==> src/rtl/codec_bringup_seq_pkg.sv <==
// Shared types and default timing for the AK4619 bring-up sequencer.
package codec_seq_pkg;

   // Default timing at 12 MHz clk_sys/MCLK.
   localparam int unsigned DEF_PDN_LOW_CYCLES  = 1200;
   localparam int unsigned DEF_PDN_SETTLE_CYC  = 12000;
   localparam int unsigned DEF_I2C_TIMEOUT_CYC = 120000;
   localparam int unsigned DEF_MAX_RETRIES     = 3;
   localparam int unsigned DEF_MUTE_FRAMES     = 4;

   typedef enum logic [2:0] {
      PDN_LOW,
      PDN_SETTLE,
      I2C_KICK,
      I2C_WAIT,
      RETRY,
      AUDIO_ON,
      RUN,
      FAULT
   } seq_state_t;

   typedef struct packed {
      logic pdn;
      logic i2c_start;
      logic audio_en;
      logic mute;
      logic ready;
      logic fault;
   } seq_out_t;

   function automatic int unsigned max3(input int unsigned a, input int unsigned b,
                                        input int unsigned c);
      int unsigned m;
      m = (a > b) ? a : b;
      return (m > c) ? m : c;
   endfunction

   // Output levels owned by each state; mute stays on everywhere except RUN.
   function automatic seq_out_t decode_outputs(input seq_state_t s);
      seq_out_t o;
      o = '{pdn: 1'b0, i2c_start: 1'b0, audio_en: 1'b0, mute: 1'b1, ready: 1'b0, fault: 1'b0};
      case (s)
         PDN_LOW: ;
         PDN_SETTLE: o.pdn = 1'b1;
         I2C_KICK: begin
            o.pdn       = 1'b1;
            o.i2c_start = 1'b1;
         end
         I2C_WAIT, RETRY: o.pdn = 1'b1;
         AUDIO_ON: begin
            o.pdn      = 1'b1;
            o.audio_en = 1'b1;
         end
         RUN: begin
            o.pdn      = 1'b1;
            o.audio_en = 1'b1;
            o.mute     = 1'b0;
            o.ready    = 1'b1;
         end
         FAULT: o.fault = 1'b1;
         default: ;
      endcase
      return o;
   endfunction

endpackage

==> src/rtl/codec_bringup_seq_timer.sv <==
// Load/decrement dwell timer; expired while the count reads zero.
module seq_timer #(
   parameter int unsigned     W         = 8,
   parameter logic [W-1:0]    RESET_VAL = '0
) (
   input  logic         clk,
   input  logic         rst_n,
   input  logic         i_load,
   input  logic [W-1:0] i_load_val,
   output logic [W-1:0] o_value,
   output logic         o_expired
);

   logic [W-1:0] r_value;

   // Load wins over decrement; the count parks at zero until reloaded.
   always_ff @(posedge clk or negedge rst_n) begin
      if (!rst_n) begin
         r_value <= RESET_VAL;
      end else if (i_load) begin
         r_value <= i_load_val;
      end else if (r_value != '0) begin
         r_value <= r_value - 1'b1;
      end
   end

   assign o_value   = r_value;
   assign o_expired = (r_value == '0);

endmodule

==> src/rtl/codec_bringup_seq.sv <==
// Power-up / recovery sequencer for the AK4619 codec path.
//
// state      | meaning
// -----------+-----------------------------------------------------------
// PDN_LOW    | codec held in power-down for PDN_LOW_CYCLES
// PDN_SETTLE | PDN released, waiting PDN_SETTLE_CYC before register init
// I2C_KICK   | one-cycle i2c_start pulse to the init engine
// I2C_WAIT   | waiting for done/nack, bounded by I2C_TIMEOUT_CYC
// RETRY      | one cycle: decide power-cycle retry or give up
// AUDIO_ON   | audio clocks running, muted, counting frame_sync pulses
// RUN        | unmuted, ready; left only by restart
// FAULT      | init failed MAX_RETRIES times; left only by restart/reset
module codec_bringup_seq
   import codec_seq_pkg::*;
#(
   parameter int unsigned PDN_LOW_CYCLES  = DEF_PDN_LOW_CYCLES,
   parameter int unsigned PDN_SETTLE_CYC  = DEF_PDN_SETTLE_CYC,
   parameter int unsigned I2C_TIMEOUT_CYC = DEF_I2C_TIMEOUT_CYC,
   // retry_cnt is 2 bits wide and saturates at 3, so keep this at 1..3.
   parameter int unsigned MAX_RETRIES     = DEF_MAX_RETRIES,
   parameter int unsigned MUTE_FRAMES     = DEF_MUTE_FRAMES
) (
   input  logic       clk,
   input  logic       rst_n,
   input  logic       restart,
   input  logic       i2c_done,
   input  logic       i2c_nack,
   input  logic       frame_sync,
   output logic       pdn,
   output logic       i2c_start,
   output logic       audio_en,
   output logic       mute,
   output logic       ready,
   output logic       fault,
   output logic [1:0] retry_cnt
);

   localparam int unsigned TMR_MAX = max3(PDN_LOW_CYCLES, PDN_SETTLE_CYC, I2C_TIMEOUT_CYC);
   localparam int unsigned TMR_W   = (TMR_MAX > 1) ? $clog2(TMR_MAX) : 1;
   localparam int unsigned FRM_W   = (MUTE_FRAMES > 0) ? $clog2(MUTE_FRAMES + 1) : 1;

   localparam logic [TMR_W-1:0] LD_PDN_LOW  = TMR_W'(PDN_LOW_CYCLES - 1);
   localparam logic [TMR_W-1:0] LD_SETTLE   = TMR_W'(PDN_SETTLE_CYC - 1);
   localparam logic [TMR_W-1:0] LD_I2C_WAIT = TMR_W'(I2C_TIMEOUT_CYC - 1);
   localparam logic [FRM_W-1:0] FRM_LAST    = FRM_W'(MUTE_FRAMES - 1);

   seq_state_t       r_state;
   seq_state_t       w_next_state;
   seq_out_t         r_out;
   logic [1:0]       r_retry_cnt;
   logic [FRM_W-1:0] r_frame_cnt;

   logic             w_enter;
   logic             w_tmr_load;
   logic [TMR_W-1:0] w_tmr_load_val;
   logic [TMR_W-1:0] w_tmr_value;
   logic             w_tmr_expired;
   logic             w_attempt_failed;

   seq_timer #(
      .W         (TMR_W),
      .RESET_VAL (LD_PDN_LOW)
   ) u_timer (
      .clk        (clk),
      .rst_n      (rst_n),
      .i_load     (w_tmr_load),
      .i_load_val (w_tmr_load_val),
      .o_value    (w_tmr_value),
      .o_expired  (w_tmr_expired)
   );

   // Next-state decision; restart overrides every other event.
   always_comb begin
      w_next_state = r_state;
      if (restart) begin
         w_next_state = PDN_LOW;
      end else begin
         case (r_state)
            PDN_LOW:    if (w_tmr_expired) w_next_state = PDN_SETTLE;
            PDN_SETTLE: if (w_tmr_expired) w_next_state = I2C_KICK;
            I2C_KICK:   w_next_state = I2C_WAIT;
            I2C_WAIT: begin
               // nack beats done; a done arriving on the last timeout cycle still counts.
               if (i2c_nack)           w_next_state = RETRY;
               else if (i2c_done)      w_next_state = AUDIO_ON;
               else if (w_tmr_expired) w_next_state = RETRY;
            end
            RETRY: begin
               if (32'(r_retry_cnt) >= MAX_RETRIES) w_next_state = FAULT;
               else                                 w_next_state = PDN_LOW;
            end
            AUDIO_ON:   if (frame_sync && (r_frame_cnt == FRM_LAST)) w_next_state = RUN;
            RUN:        w_next_state = RUN;
            FAULT:      w_next_state = FAULT;
            default:    w_next_state = PDN_LOW;
         endcase
      end
   end

   assign w_attempt_failed = !restart && (r_state == I2C_WAIT) && (w_next_state == RETRY);

   // Reload the timer whenever a timed phase is entered (restart re-enters PDN_LOW).
   always_comb begin
      w_enter        = restart || (w_next_state != r_state);
      w_tmr_load     = 1'b0;
      w_tmr_load_val = LD_PDN_LOW;
      if (w_enter) begin
         case (w_next_state)
            PDN_LOW: begin
               w_tmr_load     = 1'b1;
               w_tmr_load_val = LD_PDN_LOW;
            end
            PDN_SETTLE: begin
               w_tmr_load     = 1'b1;
               w_tmr_load_val = LD_SETTLE;
            end
            I2C_WAIT: begin
               w_tmr_load     = 1'b1;
               w_tmr_load_val = LD_I2C_WAIT;
            end
            default: ;
         endcase
      end
   end

   // State, registered outputs, retry and frame counters.
   always_ff @(posedge clk or negedge rst_n) begin
      if (!rst_n) begin
         r_state     <= PDN_LOW;
         r_out       <= decode_outputs(PDN_LOW);
         r_retry_cnt <= 2'd0;
         r_frame_cnt <= '0;
      end else begin
         r_state <= w_next_state;
         r_out   <= decode_outputs(w_next_state);

         // Counted on entry to RETRY so the RETRY cycle already shows the new total.
         if (restart) begin
            r_retry_cnt <= 2'd0;
         end else if (w_attempt_failed && (r_retry_cnt != 2'b11)) begin
            r_retry_cnt <= r_retry_cnt + 2'd1;
         end

         if ((w_next_state == AUDIO_ON) && (r_state != AUDIO_ON)) begin
            r_frame_cnt <= '0;
         end else if ((r_state == AUDIO_ON) && frame_sync && !restart) begin
            r_frame_cnt <= r_frame_cnt + 1'b1;
         end
      end
   end

   // The I2C watchdog must never hold more than its own timeout while waiting.
   a_wait_timer_bound: assert property (@(posedge clk) disable iff (!rst_n)
      (r_state == I2C_WAIT) |-> (w_tmr_value <= LD_I2C_WAIT));

   assign pdn       = r_out.pdn;
   assign i2c_start = r_out.i2c_start;
   assign audio_en  = r_out.audio_en;
   assign mute      = r_out.mute;
   assign ready     = r_out.ready;
   assign fault     = r_out.fault;
   assign retry_cnt = r_retry_cnt;

endmodule

==> config.mk <==
export PLATFORM = sky130hd
export DESIGN_NAME = codec_bringup_seq
export DESIGN_NICKNAME = d
export VERILOG_FILES = /design/src/rtl/codec_bringup_seq_pkg.sv /design/src/rtl/codec_bringup_seq_timer.sv /design/src/rtl/codec_bringup_seq.sv
export SDC_FILE = /design/constraint.sdc
export NUM_CORES = 1
export LEC_CHECK = 0
export ABC_AREA = 1
export CAP_MARGIN = 40
export CORE_MARGIN = 8
export CORE_UTILIZATION = 40
export CTS_BUF_LIST = sky130_fd_sc_hd__clkbuf_4 sky130_fd_sc_hd__clkbuf_8
export DETAILED_ROUTE_END_ITERATION = 8
export PLACE_DENSITY_LB_ADDON = 0.15
export SYNTH_ARGS = -nofsm -noshare
export SYNTH_HDL_FRONTEND = slang
export SYNTH_SLANG_ARGS = --single-unit
export TNS_END_PERCENT = 30
==> constraint.sdc <==
create_clock -name clk -period 2.35 [get_ports clk]
set_clock_uncertainty 0.05 [all_clocks]
set_input_delay 0.235 -clock clk [delete_from_list [all_inputs] [get_ports clk]]
set_output_delay 0.235 -clock clk [all_outputs]
set_load 0.005 [all_outputs]
== Word-level counts from Yosys, hierarchy flattened ==
Index checks and enable logic that the tools add are counted.

* Add/sub/neg operators: 3
* Multipliers: 0
* Div/mod/pow operators: 0
* $lt $le $gt $ge: 1
* Equality and inequality tests: 18
* Shift operators: 0
* Muxes and demuxes: 24
* Bitwise logic cells: 0
* Reductions and logical operators: 19

{| class="wikitable"
|+ Operators with widths
! cell !! count
|-
| 17-bit two-way mux || 3
|-
| 17-bit one-hot mux with 2 select lines || 1
|-
| 3-bit two-way mux || 10
|-
| 3-bit equality test, second input constant || 8
|-
| 3-bit one-hot mux with 8 select lines || 1
|-
| 17-bit zero test || 1
|-
| 17-bit nonzero test || 1
|-
| 17-bit by 1-bit subtractor with 17-bit output, second input constant || 1
|-
| 3-bit by 2-bit equality test with 1-bit output, second input constant || 5
|-
| 1-bit logical AND || 7
|-
| 3-bit by 1-bit equality test with 1-bit output, second input constant || 2
|-
| 3-bit zero test || 2
|-
| 1-bit two-way mux || 6
|-
| 2-bit two-way mux || 3
|-
| 2-bit nonzero test || 3
|-
| 6-bit OR reduction || 1
|-
| 3-bit by 1-bit adder with 3-bit output, second input constant || 1
|-
| 3-bit inequality test || 1
|-
| 3-bit inequality test, second input constant || 1
|-
| 3-bit OR reduction || 1
|-
| 2-bit by 1-bit adder with 2-bit output, second input constant || 1
|-
| 2-bit >= comparator, second input constant || 1
|-
| 2-bit inequality test, second input constant || 1
|-
| 2-bit OR reduction || 1
|-
| 2 further kinds || 2
|}

* Bits in registers: 31
* Latch bits: 0
* Bits in writable memories: 0
* ROM bits: 0
* Input port bits: 6
* Memories: 0

== Logic depth before layout (Yosys ltp) ==
* Word-level depth: 11
* Gate-level depth with buffers: 19

== By module ==
From an unflattened synthesis, not the netlist that was laid out.

* Cells, all modules: 286
* Area total of the unflattened synthesis: 2058.2 um2

{| class="wikitable"
|+ By module, submodules not included
! module !! times used !! cells an instance !! area each (um2) !! sequential area each (um2)
|-
| seq_timer || 1 || 170 || 1189.9 || 434.2
|-
| codec_bringup_seq || 1 || 116 || 868.3 || 351.6
|}

== Least setup slack after synthesis ==
Ideal clock, no wire load.

* Path kind: flip-flop to flip-flop
* Start point: reg u_timer.r_value[0], in the netlist u_timer.o_value[0]
* End point: reg u_timer.r_value[11], in the netlist u_timer.o_value[11]
* Library setup time: 0.134 ns
* Data arrival time: 1.930 ns
* Setup slack: 0.236 ns
* Stages on the path, launching flop included: 15
* Cells stage by stage: dfstp_2 inv_1 ha_1 inv_1 nor2_1 nand2_1 nor2_2 nand2_4 nand3_1 nand3_1 nand2_1 nor2_4 nor2_8 a21oi_4 a21oi_1

* Cells in the longest elaborated chain, start to end: 11

{| class="wikitable"
|+ Ends and longest elaborated chain
! item !! RTL line !! source
|-
| start, declared || codec_bringup_seq_timer.sv:14 || <nowiki>logic [W-1:0] r_value;</nowiki>
|-
| start signal, assigned || codec_bringup_seq_timer.sv:21 || <nowiki>r_value <= i_load_val;</nowiki>
|-
| start signal, assigned || codec_bringup_seq_timer.sv:23 || <nowiki>r_value <= r_value - 1'b1;</nowiki>
|-
| 17-bit zero test || codec_bringup_seq_timer.sv:28 || <nowiki>assign o_expired = (r_value == '0);</nowiki>
|-
| 3-bit two-way mux || codec_bringup_seq.sv:86 || <nowiki>else if (w_tmr_expired) w_next_state = RETRY;</nowiki>
|-
| 3-bit two-way mux || codec_bringup_seq.sv:85 || <nowiki>else if (i2c_done) w_next_state = AUDIO_ON;</nowiki>
|-
| 3-bit two-way mux || codec_bringup_seq.sv:84 || <nowiki>if (i2c_nack) w_next_state = RETRY;</nowiki>
|-
| 3-bit one-hot mux with 8 select lines || codec_bringup_seq.sv:78 || <nowiki>case (r_state)</nowiki>
|-
| 3-bit two-way mux || codec_bringup_seq.sv:75 || <nowiki>if (restart) begin</nowiki>
|-
| 3-bit by 2-bit equality test with 1-bit output, or another cell as far along || codec_bringup_seq.sv:108 || <nowiki>case (w_next_state)</nowiki>
|-
| 3-bit OR reduction (no source line) || n/a ||
|-
| 1-bit two-way mux || codec_bringup_seq.sv:108 ||
|-
| 1-bit two-way mux || codec_bringup_seq.sv:107 || <nowiki>if (w_enter) begin</nowiki>
|-
| 17-bit two-way mux or 2-bit nonzero test (tied branches) || n/a ||
|}

Several ways; a longest one is shown, not always the timed one. The select of a mux whose other input is x is not followed.
A chain may end at the register's enable or synchronous reset.

== Final worst setup path ==
* Start point: reg u_timer.r_value[1], in the netlist u_timer.o_value[1]
* End point: reg u_timer.r_value[6], in the netlist u_timer.o_value[6]

Same word-level chain as after synthesis.

==> metrics.md <==
| Metric | Value |
|---|---|
| Mapped Cells | 234 |
| Final Cell Area | 0.00248 sq mm |
| Initial antenna violation count | 0 |
| Number of DRC violations after detailed-routing iteration 0 | 60 |
| Final WS setup | slightly above 0.08 ns |
| Root buf cell | clkbuf_8 |
| Pre-antenna DRT Iters | 4 |
| Pin count of the biggest net entering global routing | 32 |
| Post-layout minimum cycle time | 2.27 ns |
| Max IR drop VDD | 226 uV |
| Slew Viols, Final | 0 |
| RSZ-0062 raised after global routing | true |
| Ports | 14 |
| Die area | 0.00729 sq mm |
| Final WL | 4400 microns |
| Share of synthesized flip-flops with an asynchronous set or reset | 1.00 |
| Layout cell share with drive strength beyond 1 | 0.328 |
| Worst-Margin Slew | between 0.4 and 0.5 ns |
| Worst Path Required | 2.48 ns |
| Setup violators final | 0 |
| Post-route ant nets | 0 |
| Area grow syn2layout | 28.5% |
| Max-Cap Viols | 0 |
| WL/cell | approximately 14 microns |
| Placed Cells | 302 |
| Fmax achieved | ~0.44 GHz |
| Final RePlAce weighted congestion | 0.893 |
| CP arrival | 2.40 ns |
| First-pass GRT wire length | 7210 microns |
| Die height | between 80 and 90 microns |
| Met1 WL | 1890 microns |
| Via density | 4.94 |
| Synthesized area | 0.00193 sq mm |
| Fin cells | around 320 |
| Sink Count | 31 |
| Final nets | 278 |
| Metal2 WL | between 2000 and 2500 microns |
| Syn_nets | 245 |
| CTS tree | yes |
| Total GRT Usage | 0.125 |
| Core area | 0.00469 sq mm |
| Die W | roughly 85 microns |
| Number of diodes | 0 |
| Setup CP Type | reg -> reg |
| Nature of the critical path endpoint | register |
| Yosys warns | 0 |
| CTS buffer count | 5 |
| Row cnt | 25 |
| Port Buffers | 13 |
| Avg Cell Area, Syn | 8.23 sq um |
| CTS Buffer Depth | 2 |
| Flops & latches, synth | 31 |
| Vias | roughly 1600 |
| Hold-fix buffers, CTS | 0 |
| Routed met3 length | 126 microns |
| PD cells | 479 mW/mm^2 |
| Tcrit/Tclk final | 0.966 |
| Rel. slew slack | 0.728 |
| Ys flop type | dfrtp_1 |
| Synth cell types | 28 |
| Hold Slack | approximately 0.29 ns |
| Clk_lat worst skew | 0.29 ns |
| Hold Path Class | in -> async |
| Clk pin slew, worst setup/hold paths | about 0.07 ns |
| Congestion Overflow GR | 0 |
| Total negative setup slack | 0 ns |
| Max Used Layer | met4 |
| Vias in the first global route | 1559 |
| Pre-CTS WS | 0.0242 ns |
| Fill cells | 445 |
| DP HPWL | 3010 microns |
| Area post-placement | approximately 0.0021 sq mm |
| Status | completed |
| Leak | 1.17 nW |
| Post-synthesis sequential area ratio | 0.408 |
| Hold Vio Cnt, Final | 0 |
| Crit Path Max Fanout | 6 |
| Initial cell density of the core | 0.411 |
| Residual DRC | 0 |
| Commonest non-fill, non-tap cell in the layout | nand2_1 |
| Commonest non-fill, non-tap cells in the layout | nand2_1, inv_1, nor2_1, dfrtp_1 |
| Worst setup SP type | register |
| Htree depth | 2 |
| Number of flops mapped to enable cells by yosys | 0 |
report_power, final:
part	switching [mW]	internal [mW]	leakage (nW)	total, mW
clock network	0.220	0.343	0.0612	0.563
registers	0.00575	0.542	0.406	0.548
logic	0.0441	0.0308	0.699	0.0749
total	0.270	0.916	1.17	1.19
per-layer routing:
metal | vias up | global-route usage
li1 | 804 | -
met1 | 760 | 0.140
met2 | 19 | 0.216
met3 | 8 | 0.0367
met4 | 0 | 0.0494
met5 | - | 0
registers in the layout, summed over array words and instances, names as in the netlist:
signal           count
audio_en             1
fault                1
r_state              3
i2c_start            1
u_timer.o_value     17
pdn                  1
ready                1
r_frame_cnt          3
mute                 1
retry_cnt            2
path summary, 6_finish.rpt:
path	end	from	cells past startpoint	slack (ns)
setup / recovery	u_timer.o_value[6]	u_timer.o_value[1]	15	0.08
hold / removal	u_timer.o_value[8]	rst_n	2	0.29
setup reg to reg	u_timer.o_value[6]	u_timer.o_value[1]	15	0.08
max in group asynchronous	u_timer.o_value[5]	rst_n	2	1.62
hold reg to reg	r_frame_cnt[2]	r_frame_cnt[2]	2	0.43
min in group clk	r_frame_cnt[2]	r_frame_cnt[2]	2	0.43
per-stage QoR:
step / power, mW / util
finish: 1.19 / 0.528
global route: 1.24 / 0.528
CTS: 1.18 / 0.477
floorplan: 0.589 / -
global placement: 0.615 / 0.452
detailed placement: 0.616 / 0.452
cell usage after synthesis, types with 3 or more instances:
| library cell | n | area (sq um) |
|---|---|---|
| nor2_2 | 8 | 50.1 |
| o21ai_0 | 6 | 30.0 |
| ha_1 | 5 | 62.6 |
| xnor2_1 | 6 | 52.6 |
| xor2_1 | 6 | 52.6 |
| nor2_4 | 3 | 33.8 |
| dfstp_2 | 8 | 210 |
| nand3b_1 | 3 | 22.5 |
| inv_1 | 31 | 116 |
| nand2_1 | 43 | 161 |
| nand2_4 | 5 | 56.3 |
| nor2_1 | 27 | 101 |
| a21oi_2 | 5 | 43.8 |
| a21oi_1 | 13 | 65.1 |
| nand3_1 | 17 | 85.1 |
| nor3_1 | 3 | 15.0 |
| dfrtp_1 | 23 | 576 |
| nand2_2 | 11 | 68.8 |
critical path, stage by stage (launching register included):
cell and delay [ns]:
dfstp_2 0.55, inv_2 0.05, ha_4 0.15, inv_4 0.05, nor2_4 0.04, nand2_2 0.08
nor2_4 0.05, nand2_4 0.12, nand2_4 0.07, a31oi_1 0.16, nand2_1 0.11, nor2_4 0.13
nand2_4 0.10, a21oi_4 0.23, clkbuf_16 0.19, a21oi_2 0.03
timing repair:
| action | in CTS | in global routing |
|---|---|---|
| buffers inserted | 0 | 11 |
| setup endpoints to repair | 0 | 20 |
| gates resized for setup | 0 | 31 |
| endpoints found under the hold margin | 0 | 0 |
logic make-up (layout without fill, tap and decap cells):
logic type	count (synthesis)	count (layout)	share of synthesized area
adder cells (fa/ha/maj)	5	5	0.0325
flip-flops	31	31	0.408
buffers and inverters	34	68	0.0747
AO/OA/AOI/OAI	27	27	0.0903
AND/OR/NAND/NOR	125	125	0.340
XOR/XNOR	12	12	0.0545
final cells by class:
class	instances	area (sq um)	area share
Timing Repair Buffer	27	263	0.106
Tap cell	54	67.6	0.0273
Clock inverter	2	35.0	0.0141
Sequential cell	31	786	0.317
Multi-Input combinational cell	169	1110	0.450
Inverter	33	129	0.0520
Clock buffer	6	82.6	0.0334
(Power assumes the default switching activity.)
